--- src/rtl/pixel_mem_pkg.sv ---
// Pixel counter memory controller: shared types and constants.
// Widths, saturation limit, FSM states and default SRAM timing.
package pixel_mem_pkg;

  localparam int ADDR_BITS = 6;
  localparam int DATA_BITS = 12;

  localparam logic [DATA_BITS-1:0] CNT_MAX = 12'hFFF;

  localparam int PULSE_CYC_DEF   = 2;
  localparam int PRECH_CYC_DEF   = 2;
  localparam int TIMEOUT_CYC_DEF = 16;

  typedef enum logic [2:0] {
    IDLE,
    SETUP,
    READ,
    PRE_R,
    WRITE,
    PRE_W
  } state_t;

  typedef enum logic {
    PORT_INC = 1'b0,
    PORT_RDO = 1'b1
  } port_t;

  function automatic logic [DATA_BITS-1:0] sat_inc(
    input logic [DATA_BITS-1:0] v
  );
    return (v == CNT_MAX) ? v : v + 1'b1;
  endfunction

endpackage

--- src/rtl/pixel_mem_ctrl_rr_arb2.sv ---
// Two-way round-robin arbiter for the pixel memory controller.
// Port 0 has priority after reset; the last winner yields next time.
module rr_arb2 (
  input  logic       clk,
  input  logic       rst_n,
  input  logic [1:0] req,
  input  logic       en,
  output logic [1:0] gnt
);

  logic ptr;

  // Pick port 0 unless port 1 holds priority and is requesting.
  always_comb begin
    gnt = 2'b00;
    if (req[0] && (!ptr || !req[1])) begin
      gnt = 2'b01;
    end else if (req[1]) begin
      gnt = 2'b10;
    end
  end

  // Hand priority to the port that did not win the accepted grant.
  always_ff @(posedge clk) begin
    if (!rst_n) begin
      ptr <= 1'b0;
    end else if (en && |gnt) begin
      ptr <= gnt[0];
    end
  end

endmodule

--- src/rtl/pixel_mem_ctrl.sv ---
// Pixel counter SRAM controller: read-modify-write increment and
// readout with optional clear, strobe-timed asynchronous SRAM.
module pixel_mem_ctrl
  import pixel_mem_pkg::*;
#(
  parameter int PULSE_CYC   = PULSE_CYC_DEF,
  parameter int PRECH_CYC   = PRECH_CYC_DEF,
  parameter int TIMEOUT_CYC = TIMEOUT_CYC_DEF
) (
  input  logic                 clk,
  input  logic                 rst_n,
  input  logic                 inc_req,
  input  logic [ADDR_BITS-1:0] inc_addr,
  output logic                 inc_ack,
  input  logic                 rdo_req,
  input  logic [ADDR_BITS-1:0] rdo_addr,
  input  logic                 rdo_clr,
  output logic                 rdo_ack,
  output logic [DATA_BITS-1:0] rdo_data,
  output logic                 busy,
  output logic                 err,
  output logic                 sram_read,
  output logic                 sram_write,
  output logic [ADDR_BITS-1:0] sram_addr,
  output logic [DATA_BITS-1:0] sram_din,
  input  logic [DATA_BITS-1:0] sram_dout,
  input  logic                 sram_read_done,
  input  logic                 sram_write_done
);

  localparam int MAX_A =
    (PULSE_CYC > PRECH_CYC) ? PULSE_CYC : PRECH_CYC;
  localparam int MAX_C =
    (TIMEOUT_CYC > MAX_A) ? TIMEOUT_CYC : MAX_A;
  localparam int CW = $clog2(MAX_C + 1);

  localparam logic [CW-1:0] PULSE_LAST = CW'(PULSE_CYC - 1);
  localparam logic [CW-1:0] PRECH_LAST = CW'(PRECH_CYC - 1);
  localparam logic [CW-1:0] TOUT_LAST  = CW'(TIMEOUT_CYC - 1);
  localparam logic [CW-1:0] PRECH_INIT = CW'(PRECH_CYC);

  state_t state, state_nx;
  logic [CW-1:0] cnt, cnt_nx;

  port_t port_q, port_nx;
  logic  clr_q, clr_nx;

  logic [DATA_BITS-1:0] cap, cap_nx;
  logic [DATA_BITS-1:0] din_nx, data_nx;
  logic [ADDR_BITS-1:0] addr_nx;

  logic err_nx, rd_nx, wr_nx, busy_nx;
  logic inc_ack_nx, rdo_ack_nx, fin;

  logic [1:0] gnt;
  logic       arb_en;

  logic need_wr, done_in, hit, tout, pulse_end;

  rr_arb2 u_arb (
    .clk   (clk),
    .rst_n (rst_n),
    .req   ({rdo_req, inc_req}),
    .en    (arb_en),
    .gnt   (gnt)
  );

  // Strobe completion: minimum width met and done seen, or timeout.
  always_comb begin
    need_wr   = (port_q == PORT_INC) || clr_q;
    done_in   = (state == WRITE) ? sram_write_done
                                 : sram_read_done;
    hit       = (cnt >= PULSE_LAST) && done_in;
    tout      = !hit && (cnt >= TOUT_LAST);
    pulse_end = hit || tout;
  end

  // Next state, counter and registered output values.
  always_comb begin
    state_nx = state;
    cnt_nx   = cnt;
    port_nx  = port_q;
    clr_nx   = clr_q;
    addr_nx  = sram_addr;
    cap_nx   = cap;
    din_nx   = sram_din;
    data_nx  = rdo_data;
    err_nx   = err;
    arb_en   = 1'b0;

    unique case (state)
      IDLE: begin
        if (cnt != '0) begin
          cnt_nx = cnt - 1'b1;
        end else if (|gnt) begin
          arb_en   = 1'b1;
          state_nx = SETUP;
          port_nx  = gnt[1] ? PORT_RDO : PORT_INC;
          clr_nx   = rdo_clr;
          addr_nx  = gnt[1] ? rdo_addr : inc_addr;
        end
      end
      SETUP: begin
        state_nx = READ;
        cnt_nx   = '0;
      end
      READ: begin
        if (pulse_end) begin
          state_nx = PRE_R;
          cnt_nx   = '0;
          cap_nx   = sram_dout;
          if (need_wr) begin
            din_nx = (port_q == PORT_INC)
                   ? sat_inc(sram_dout) : '0;
          end
          if (tout) err_nx = 1'b1;
        end else begin
          cnt_nx = cnt + 1'b1;
        end
      end
      PRE_R: begin
        if (cnt == PRECH_LAST) begin
          state_nx = need_wr ? WRITE : IDLE;
          cnt_nx   = '0;
        end else begin
          cnt_nx = cnt + 1'b1;
        end
      end
      WRITE: begin
        if (pulse_end) begin
          state_nx = PRE_W;
          cnt_nx   = '0;
          if (tout) err_nx = 1'b1;
        end else begin
          cnt_nx = cnt + 1'b1;
        end
      end
      PRE_W: begin
        if (cnt == PRECH_LAST) begin
          state_nx = IDLE;
          cnt_nx   = '0;
        end else begin
          cnt_nx = cnt + 1'b1;
        end
      end
      default: begin
        state_nx = IDLE;
        cnt_nx   = '0;
      end
    endcase

    rd_nx   = (state_nx == READ);
    wr_nx   = (state_nx == WRITE);
    busy_nx = (state_nx != IDLE);

    fin = ((state_nx == PRE_W) ||
           ((state_nx == PRE_R) && !need_wr)) &&
          (cnt_nx == PRECH_LAST);

    inc_ack_nx = fin && (port_q == PORT_INC);
    rdo_ack_nx = fin && (port_q == PORT_RDO);
    if (rdo_ack_nx) data_nx = cap_nx;
  end

  // State, counter, latched request and output registers.
  always_ff @(posedge clk) begin
    if (!rst_n) begin
      state      <= IDLE;
      cnt        <= PRECH_INIT;
      port_q     <= PORT_INC;
      clr_q      <= 1'b0;
      cap        <= '0;
      sram_addr  <= '0;
      sram_din   <= '0;
      rdo_data   <= '0;
      err        <= 1'b0;
      sram_read  <= 1'b0;
      sram_write <= 1'b0;
      busy       <= 1'b0;
      inc_ack    <= 1'b0;
      rdo_ack    <= 1'b0;
    end else begin
      state      <= state_nx;
      cnt        <= cnt_nx;
      port_q     <= port_nx;
      clr_q      <= clr_nx;
      cap        <= cap_nx;
      sram_addr  <= addr_nx;
      sram_din   <= din_nx;
      rdo_data   <= data_nx;
      err        <= err_nx;
      sram_read  <= rd_nx;
      sram_write <= wr_nx;
      busy       <= busy_nx;
      inc_ack    <= inc_ack_nx;
      rdo_ack    <= rdo_ack_nx;
    end
  end

endmodule

--- config.mk ---
export PLATFORM = sky130hd
export DESIGN_NAME = pixel_mem_ctrl
export DESIGN_NICKNAME = d
export VERILOG_FILES = /design/src/rtl/pixel_mem_pkg.sv /design/src/rtl/pixel_mem_ctrl_rr_arb2.sv /design/src/rtl/pixel_mem_ctrl.sv
export SDC_FILE = /design/constraint.sdc
export NUM_CORES = 1
export LEC_CHECK = 0
export CAP_MARGIN = 20
export CORE_UTILIZATION = 48
export DETAILED_ROUTE_END_ITERATION = 7
export GPL_ROUTABILITY_DRIVEN = 0
export MAX_ROUTING_LAYER = met4
export PLACE_DENSITY_LB_ADDON = 0.1
export SLEW_MARGIN = 40
export SYNTH_ARGS = -nofsm -noshare
export SYNTH_HDL_FRONTEND = slang
export SYNTH_HIERARCHICAL = 1
export SYNTH_SLANG_ARGS = --single-unit
export TNS_END_PERCENT = 5
--- constraint.sdc ---
create_clock -name clk -period 3.5 [get_ports clk]
set_clock_uncertainty 0.2 [all_clocks]
set_input_delay 0.7 -clock clk [delete_from_list [all_inputs] [get_ports clk]]
set_output_delay 0.7 -clock clk [all_outputs]
set_load 0.01 [all_outputs]
Word-level counts from Yosys, hierarchy flattened
Cells that the tools add are included.
{"block": "totals", "reg_bits": 59, "input_bits": 31, "out_inout_bits": 36, "wordCells": 83}
{"block": "op_classes", "add_sub_neg": 3, "n_lt_le_gt_ge": 2, "n_eq_ne": 12, "muxes": 24, "bitwise": 2, "reduce_logical": 25}
{"op": "12-bit two-way mux", "n": 4}
{"op": "3-bit two-way mux", "n": 7}
{"op": "3-bit one-hot mux with 6 select lines", "n": 1}
{"op": "5-bit two-way mux", "n": 3}
{"op": "5-bit one-hot mux with 3 select lines", "n": 1}
{"op": "12-bit by 1-bit adder with 12-bit output (second input constant)", "n": 1}
{"op": "12-bit == test (second input constant)", "n": 1}
{"op": "3-bit by 2-bit == test with 1-bit output (second input constant)", "n": 4}
{"op": "3-bit == test (second input constant)", "n": 4}
{"op": "5-bit by 1-bit == test with 1-bit output (second input constant)", "n": 2}
{"op": "3-bit AND reduction", "n": 3}
{"op": "1-bit logical AND", "n": 8}
{"op": "6-bit two-way mux", "n": 1}
{"op": "2-bit OR reduction", "n": 3}
{"op": "5-bit by 1-bit adder with 5-bit output (second input constant)", "n": 1}
{"op": "5-bit by 1-bit >= comparator with 1-bit output (second input constant)", "n": 1}
{"op": "5-bit by 4-bit >= comparator with 1-bit output (second input constant)", "n": 1}
{"op": "1-bit two-way mux", "n": 5}
{"op": "5-bit nonzero test", "n": 1}
{"op": "5-bit by 1-bit subtractor with 5-bit output (second input constant)", "n": 1}
{"op": "1-bit logical NOT", "n": 4}
{"op": "1-bit logical OR", "n": 4}
{"op": "2-bit two-way mux", "n": 2}
{"op": "3-bit by 1-bit == test with 1-bit output (second input constant)", "n": 1}
{"op": "3 further kinds", "n": 4}

Longest topological paths before layout
{"block": "depth", "word_depth": 13, "mapped_depth": 11}

Hierarchy
Netlist, hierarchy kept.
{"module": "pixel_mem_ctrl", "n_inst": 1, "cells_each": 305, "area_per_inst_um2": 2837.7, "seq_area_each_um2": 1161.1}
{"module": "rr_arb2", "n_inst": 1, "cells_each": 7, "area_per_inst_um2": 61.3, "seq_area_each_um2": 20.0}

Worst setup path before layout
No wires, ideal clock.
{"block": "synth_timing", "path_type": "register to register", "start": "register cnt[0]", "end": "register rdo_data[10]", "setup_ns": 0.121, "t_arrival_ns": 2.657, "required_ns": 3.179, "setup_slack_ns": 0.521, "path_stages_with_launch": 11, "path_buffers": 1, "cell_sequence": "dfxtp_1 > ha_1 > and3_1 > ha_1 > a211oi_4 > a2bb2oi_4 > a311o_2 > o2111ai_2 > or3b_4 > buf_6 > mux2_4"}
{"block": "synth_between", "elab_chain_len": 12, "elab_cells_between_ends": 29, "classes_between": "add/sub: 2; order compare: 2; eq/ne: 4; mux: 12; reduce/logical: 9"}
{"element": "from (decl)", "line_no": "pixel_mem_ctrl.sv:43", "rtl": "logic [CW-1:0] cnt, cnt_nx;"}
{"element": "from (signal assigned)", "line_no": "pixel_mem_ctrl.sv:184", "rtl": "cnt <= cnt_nx;"}
{"element": "5-bit by 1-bit >= comparator with 1-bit output", "line_no": "pixel_mem_ctrl.sv:73", "rtl": "hit = (cnt >= PULSE_LAST) && done_in;"}
{"element": "1-bit logical AND", "line_no": "pixel_mem_ctrl.sv:73"}
{"element": "1-bit logical NOT", "line_no": "pixel_mem_ctrl.sv:74", "rtl": "tout = !hit && (cnt >= TOUT_LAST);"}
{"element": "1-bit logical AND", "line_no": "pixel_mem_ctrl.sv:74"}
{"element": "1-bit logical OR", "line_no": "pixel_mem_ctrl.sv:75", "rtl": "pulse_end = hit || tout;"}
{"element": "3-bit two-way mux, on equally long branches", "line_no": "pixel_mem_ctrl.sv:130, pixel_mem_ctrl.sv:108"}
{"element": "3-bit one-hot mux with 6 select lines", "line_no": "pixel_mem_ctrl.sv:91", "rtl": "unique case (state)"}
{"element": "3-bit by 2-bit == test with 1-bit output", "line_no": "pixel_mem_ctrl.sv:157", "rtl": "((state_nx == PRE_R) && !need_wr)) &&"}
{"element": "1-bit logical AND", "line_no": "pixel_mem_ctrl.sv:157"}
{"element": "1-bit logical OR", "line_no": "pixel_mem_ctrl.sv:156", "rtl": "fin = ((state_nx == PRE_W) ||"}
{"element": "1-bit logical AND", "line_no": "pixel_mem_ctrl.sv:157"}
{"element": "1-bit logical AND", "line_no": "pixel_mem_ctrl.sv:161", "rtl": "rdo_ack_nx = fin && (port_q == PORT_RDO);"}
{"element": "to (signal assigned)", "line_no": "pixel_mem_ctrl.sv:190", "rtl": "rdo_data <= data_nx;"}
{"element": "to (decl)", "line_no": "pixel_mem_ctrl.sv:19", "rtl": "output logic [DATA_BITS-1:0] rdo_data,"}
Parallel ways exist; a longest one is shown, timed or not.
A chain may end at the register's enable or synchronous reset.

Worst setup path after layout
{"block": "layout_timing", "start": "register cnt[0]", "end": "register rdo_data[1]"}
The elaborated chain is that of the path after synthesis.

==> results.py <==
metrics = {
    "run_status": {
        "outcome": "finished, final reports clean",
    },
    "floorplan": {
        "core_region_area_um2": 5680,
        "die_area_um2": 6350,
        "chipHeight_um": 79.7,
        "ios": 67,
        "placement_rows": 27,
        "die_width_um": 79.7,
        "start_util": 0.511,
    },
    "synth": {
        "synth-edff-count": 0,
        "netlist.top_cell.by_area": "sky130_fd_sc_hd__dfxtp_1",
        "synthArstFlopShare": 0,
        "synthDistinctLibCells": 54,
        "synth.avg_cell_area_um2": 9.29,
        "syn-num-nets": 349,
        "ys.flop_type": "sky130_fd_sc_hd__dfxtp_1",
        "ys_seq_elements": 59,
        "post_synthesis_cells": 312,
        "yosysTopAreaCellShare": 0.407,
        "synth_area_um2": 2900,
        "yosys_warnings": 6,
        "ys_top_cells_by_area": "sky130_fd_sc_hd__dfxtp_1 41%, sky130_fd_sc_hd__mux2i_1 6.9%, sky130_fd_sc_hd__nor2_1 5.8%",
        "yosysSeqAreaShare": 0.407,
    },
    "global_routing": {
        "congestion_overflow_gr": 0,
        "grt.total_usage": 0.236,
        "initial_antenna_violation_count": 0,
        "grt_pass1_vias": 2334,
        "grt_max_degree": 38,
        "grt_first_pass_wirelength_um": 11100,
    },
    "pwr": {
        "peak_supply_drop_mv": 0.365,
        "finalPower_mw": 2.35,
        "power-per-cell-area_nw_per_um2": 608,
        "p_leak_nw": 1.48,
    },
    "cts": {
        "clock_buffer_count_from_cts": 9,
        "insertion_delay_of_the_later_clocked_pin_in_the_worst_skew_pair_ps": 340,
        "ctsHoldBuffers": 0,
        "ctsRootBufferMaster": "sky130_fd_sc_hd__clkbuf_8",
        "tritoncts": "yes",
        "post_cts.resized_instances": 0,
        "htree_num_levels": 3,
        "maximum_buffer_depth_of_the_clock_tree": 2,
        "buffers_inserted_during_post_cts_setup_optimization": 0,
        "cts.sink_count": 59,
        "clkTransAtPathRegs_ps": 80,
    },
    "detailed_routing": {
        "first_pass_iters": 4,
        "avgRoutedWirePerCell_um": 14.5,
        "vias": 2478,
        "drtAntennaViolNets": 0,
        "vias_per_cell": 5.38,
        "detail_route.wirelength_um": 6700,
        "dr.first_iter.drc_count": 112,
        "drc_violations": 0,
    },
    "cells_and_area": {
        "synthToLayoutAreaGrowth_pct": 33.7,
        "layout.nets": 421,
        "antennaDiodeCount": 0,
        "drive_gt1_frac": 0.121,
        "fillers": 465,
    },
    "timing": {
        "finalMaxSlewViolations": 0,
        "max_slew_margin": 0.582,
        "setup_repair_after_global_routing_missed_its_margin": "false",
        "finalSetupViolCount": 0,
        "timing.final.crit_share": 0.912,
        "final_period_minus_worst_setup_slack_ps": 3190,
        "hold_viol": 0,
        "clock.fmax_mhz": 313,
        "totalNegativeSetupSlack_ps": 0,
        "slew_at_the_pin_with_the_worst_max_slew_slack_ps": 612,
    },
    "min_path": {
        "worst_hold_path_type": "reg -> reg",
    },
    "worst_setup_path": {
        "crit_path_start_kind": "register",
        "worst-setup-path-type": "reg -> reg",
        "critical_path_required_ps": 3530,
        "critical_path.endpoint_type": "register",
        "cp_max_fo": 12,
        "crit_arrival_ps": 3220,
    },
    "place": {
        "dp_hpwl_um": 4680,
        "portBuffers": 66,
    },
    "run": {
        "maxCapViolations": 0,
    },
}
-- per-layer routing --
layer	share of wire	vias to the layer above	wire, um	global-route usage
li1	-	1253	-	-
met5	0	-	0	-
met4	0.011	0	74	0.102
met3	0.062	7	412	0.0526
met2	0.43	89	2890	0.328
met1	0.50	1129	3320	0.324
-- logic make-up after synthesis --
family | count (synthesis) | synth area share
multiplexers | 33 | 0.132
AO/OA/AOI/OAI | 50 | 0.143
XOR/XNOR | 8 | 0.0242
flip-flops | 59 | 0.407
AND/OR/NAND/NOR | 132 | 0.229
buffers and inverters | 24 | 0.0380
adder cells (fa/ha/maj) | 6 | 0.0259
-- state kept, by name (all words and copies together) (netlist names) --
name and count:
sram_addr 6, sram_write 1, clr_q 1, state 3, rdo_ack 1, sram_read 1
sram_din 12, err 1, inc_ack 1, cnt 5, port_q 1, rdo_data 12
cap 12, busy 1, u_arb/ptr 1
-- cell type report --
class                   count  area [um2]  area share
well taps                  72        90.1      0.0232
clock buffers               9         124      0.0320
flip-flops and latches     59        1180       0.305
multi-input cells         229        1610       0.415
clock inverters             7        98.8      0.0255
repair buffers             77         743       0.192
inverters                   8        30.0     0.00775
-- through the flow --
step	instance area [um2]	util	cells	hold slack, ps	setup slack (ps)
4_1_cts	3870	0.683	461	261	310
3_3_place_gp	3650	0.644	445	239	180
3_5_place_dp	3650	0.644	445	250	161
2_1_floorplan	2900	-	312	251	521
5_1_grt	3870	0.683	461	294	154
6_report	3870	0.683	461	259	309
-- where the power goes --
group / switching (mW) / internal (mW)
combinational: 0.411 / 0.372
sequential: 0.102 / 0.764
clock: 0.301 / 0.405
total: 0.814 / 1.54
-- cells in the mapped netlist, drive strengths merged (4+ instances only) --
| cell | n |
|---|---|
| a211oi | 8 |
| a21oi | 9 |
| a22oi | 4 |
| a2bb2oi | 4 |
| and2 | 16 |
| and3 | 5 |
| buf | 8 |
| clkbuf | 8 |
| dfxtp | 59 |
| ha | 6 |
| inv | 8 |
| mux2 | 13 |
| mux2i | 20 |
| nand2 | 20 |
| nand2b | 5 |
| nand3 | 7 |
| nand4 | 5 |
| nor2 | 45 |
| nor2b | 4 |
| nor3 | 12 |
| or3 | 4 |
| xor2 | 5 |
-- worst paths after layout --
check / from / endpoint / slack (ps) / depth (start not counted)
max: cnt[0] / rdo_data[1] / 310 / 9
min: sram_din[8] / sram_din[8] / 260 / 2
min reg2reg: sram_din[8] / sram_din[8] / 260 / 2
max reg2reg: cnt[0] / rdo_data[1] / 310 / 9
-- worst max-delay path: stages, from the launching register on --
cell                        delay, ps
sky130_fd_sc_hd__dfxtp_1          400
sky130_fd_sc_hd__ha_1             290
sky130_fd_sc_hd__and3_1           200
sky130_fd_sc_hd__ha_1             210
sky130_fd_sc_hd__a211oi_4         280
sky130_fd_sc_hd__a2bb2oi_4        260
sky130_fd_sc_hd__a311o_2          220
sky130_fd_sc_hd__o2111ai_2        130
sky130_fd_sc_hd__or3b_4           530
sky130_fd_sc_hd__mux2_1           350
-- layout by cell type, fill, tap and decap left out, drive strengths merged, types with 7 or more instances in the layout --
cell type,synthesis,routed
nor2,45,45
and2,16,16
clkdlybuf4s50,0,66
nor3,12,12
a211oi,8,8
dfxtp,59,59
nand2,20,20
a21oi,9,9
clkbuf,8,9
nand3,7,7
mux2i,20,20
buf,8,11
mux2,13,13
inv,8,10
No activity file was read; power rests on OpenSTA's default activity.
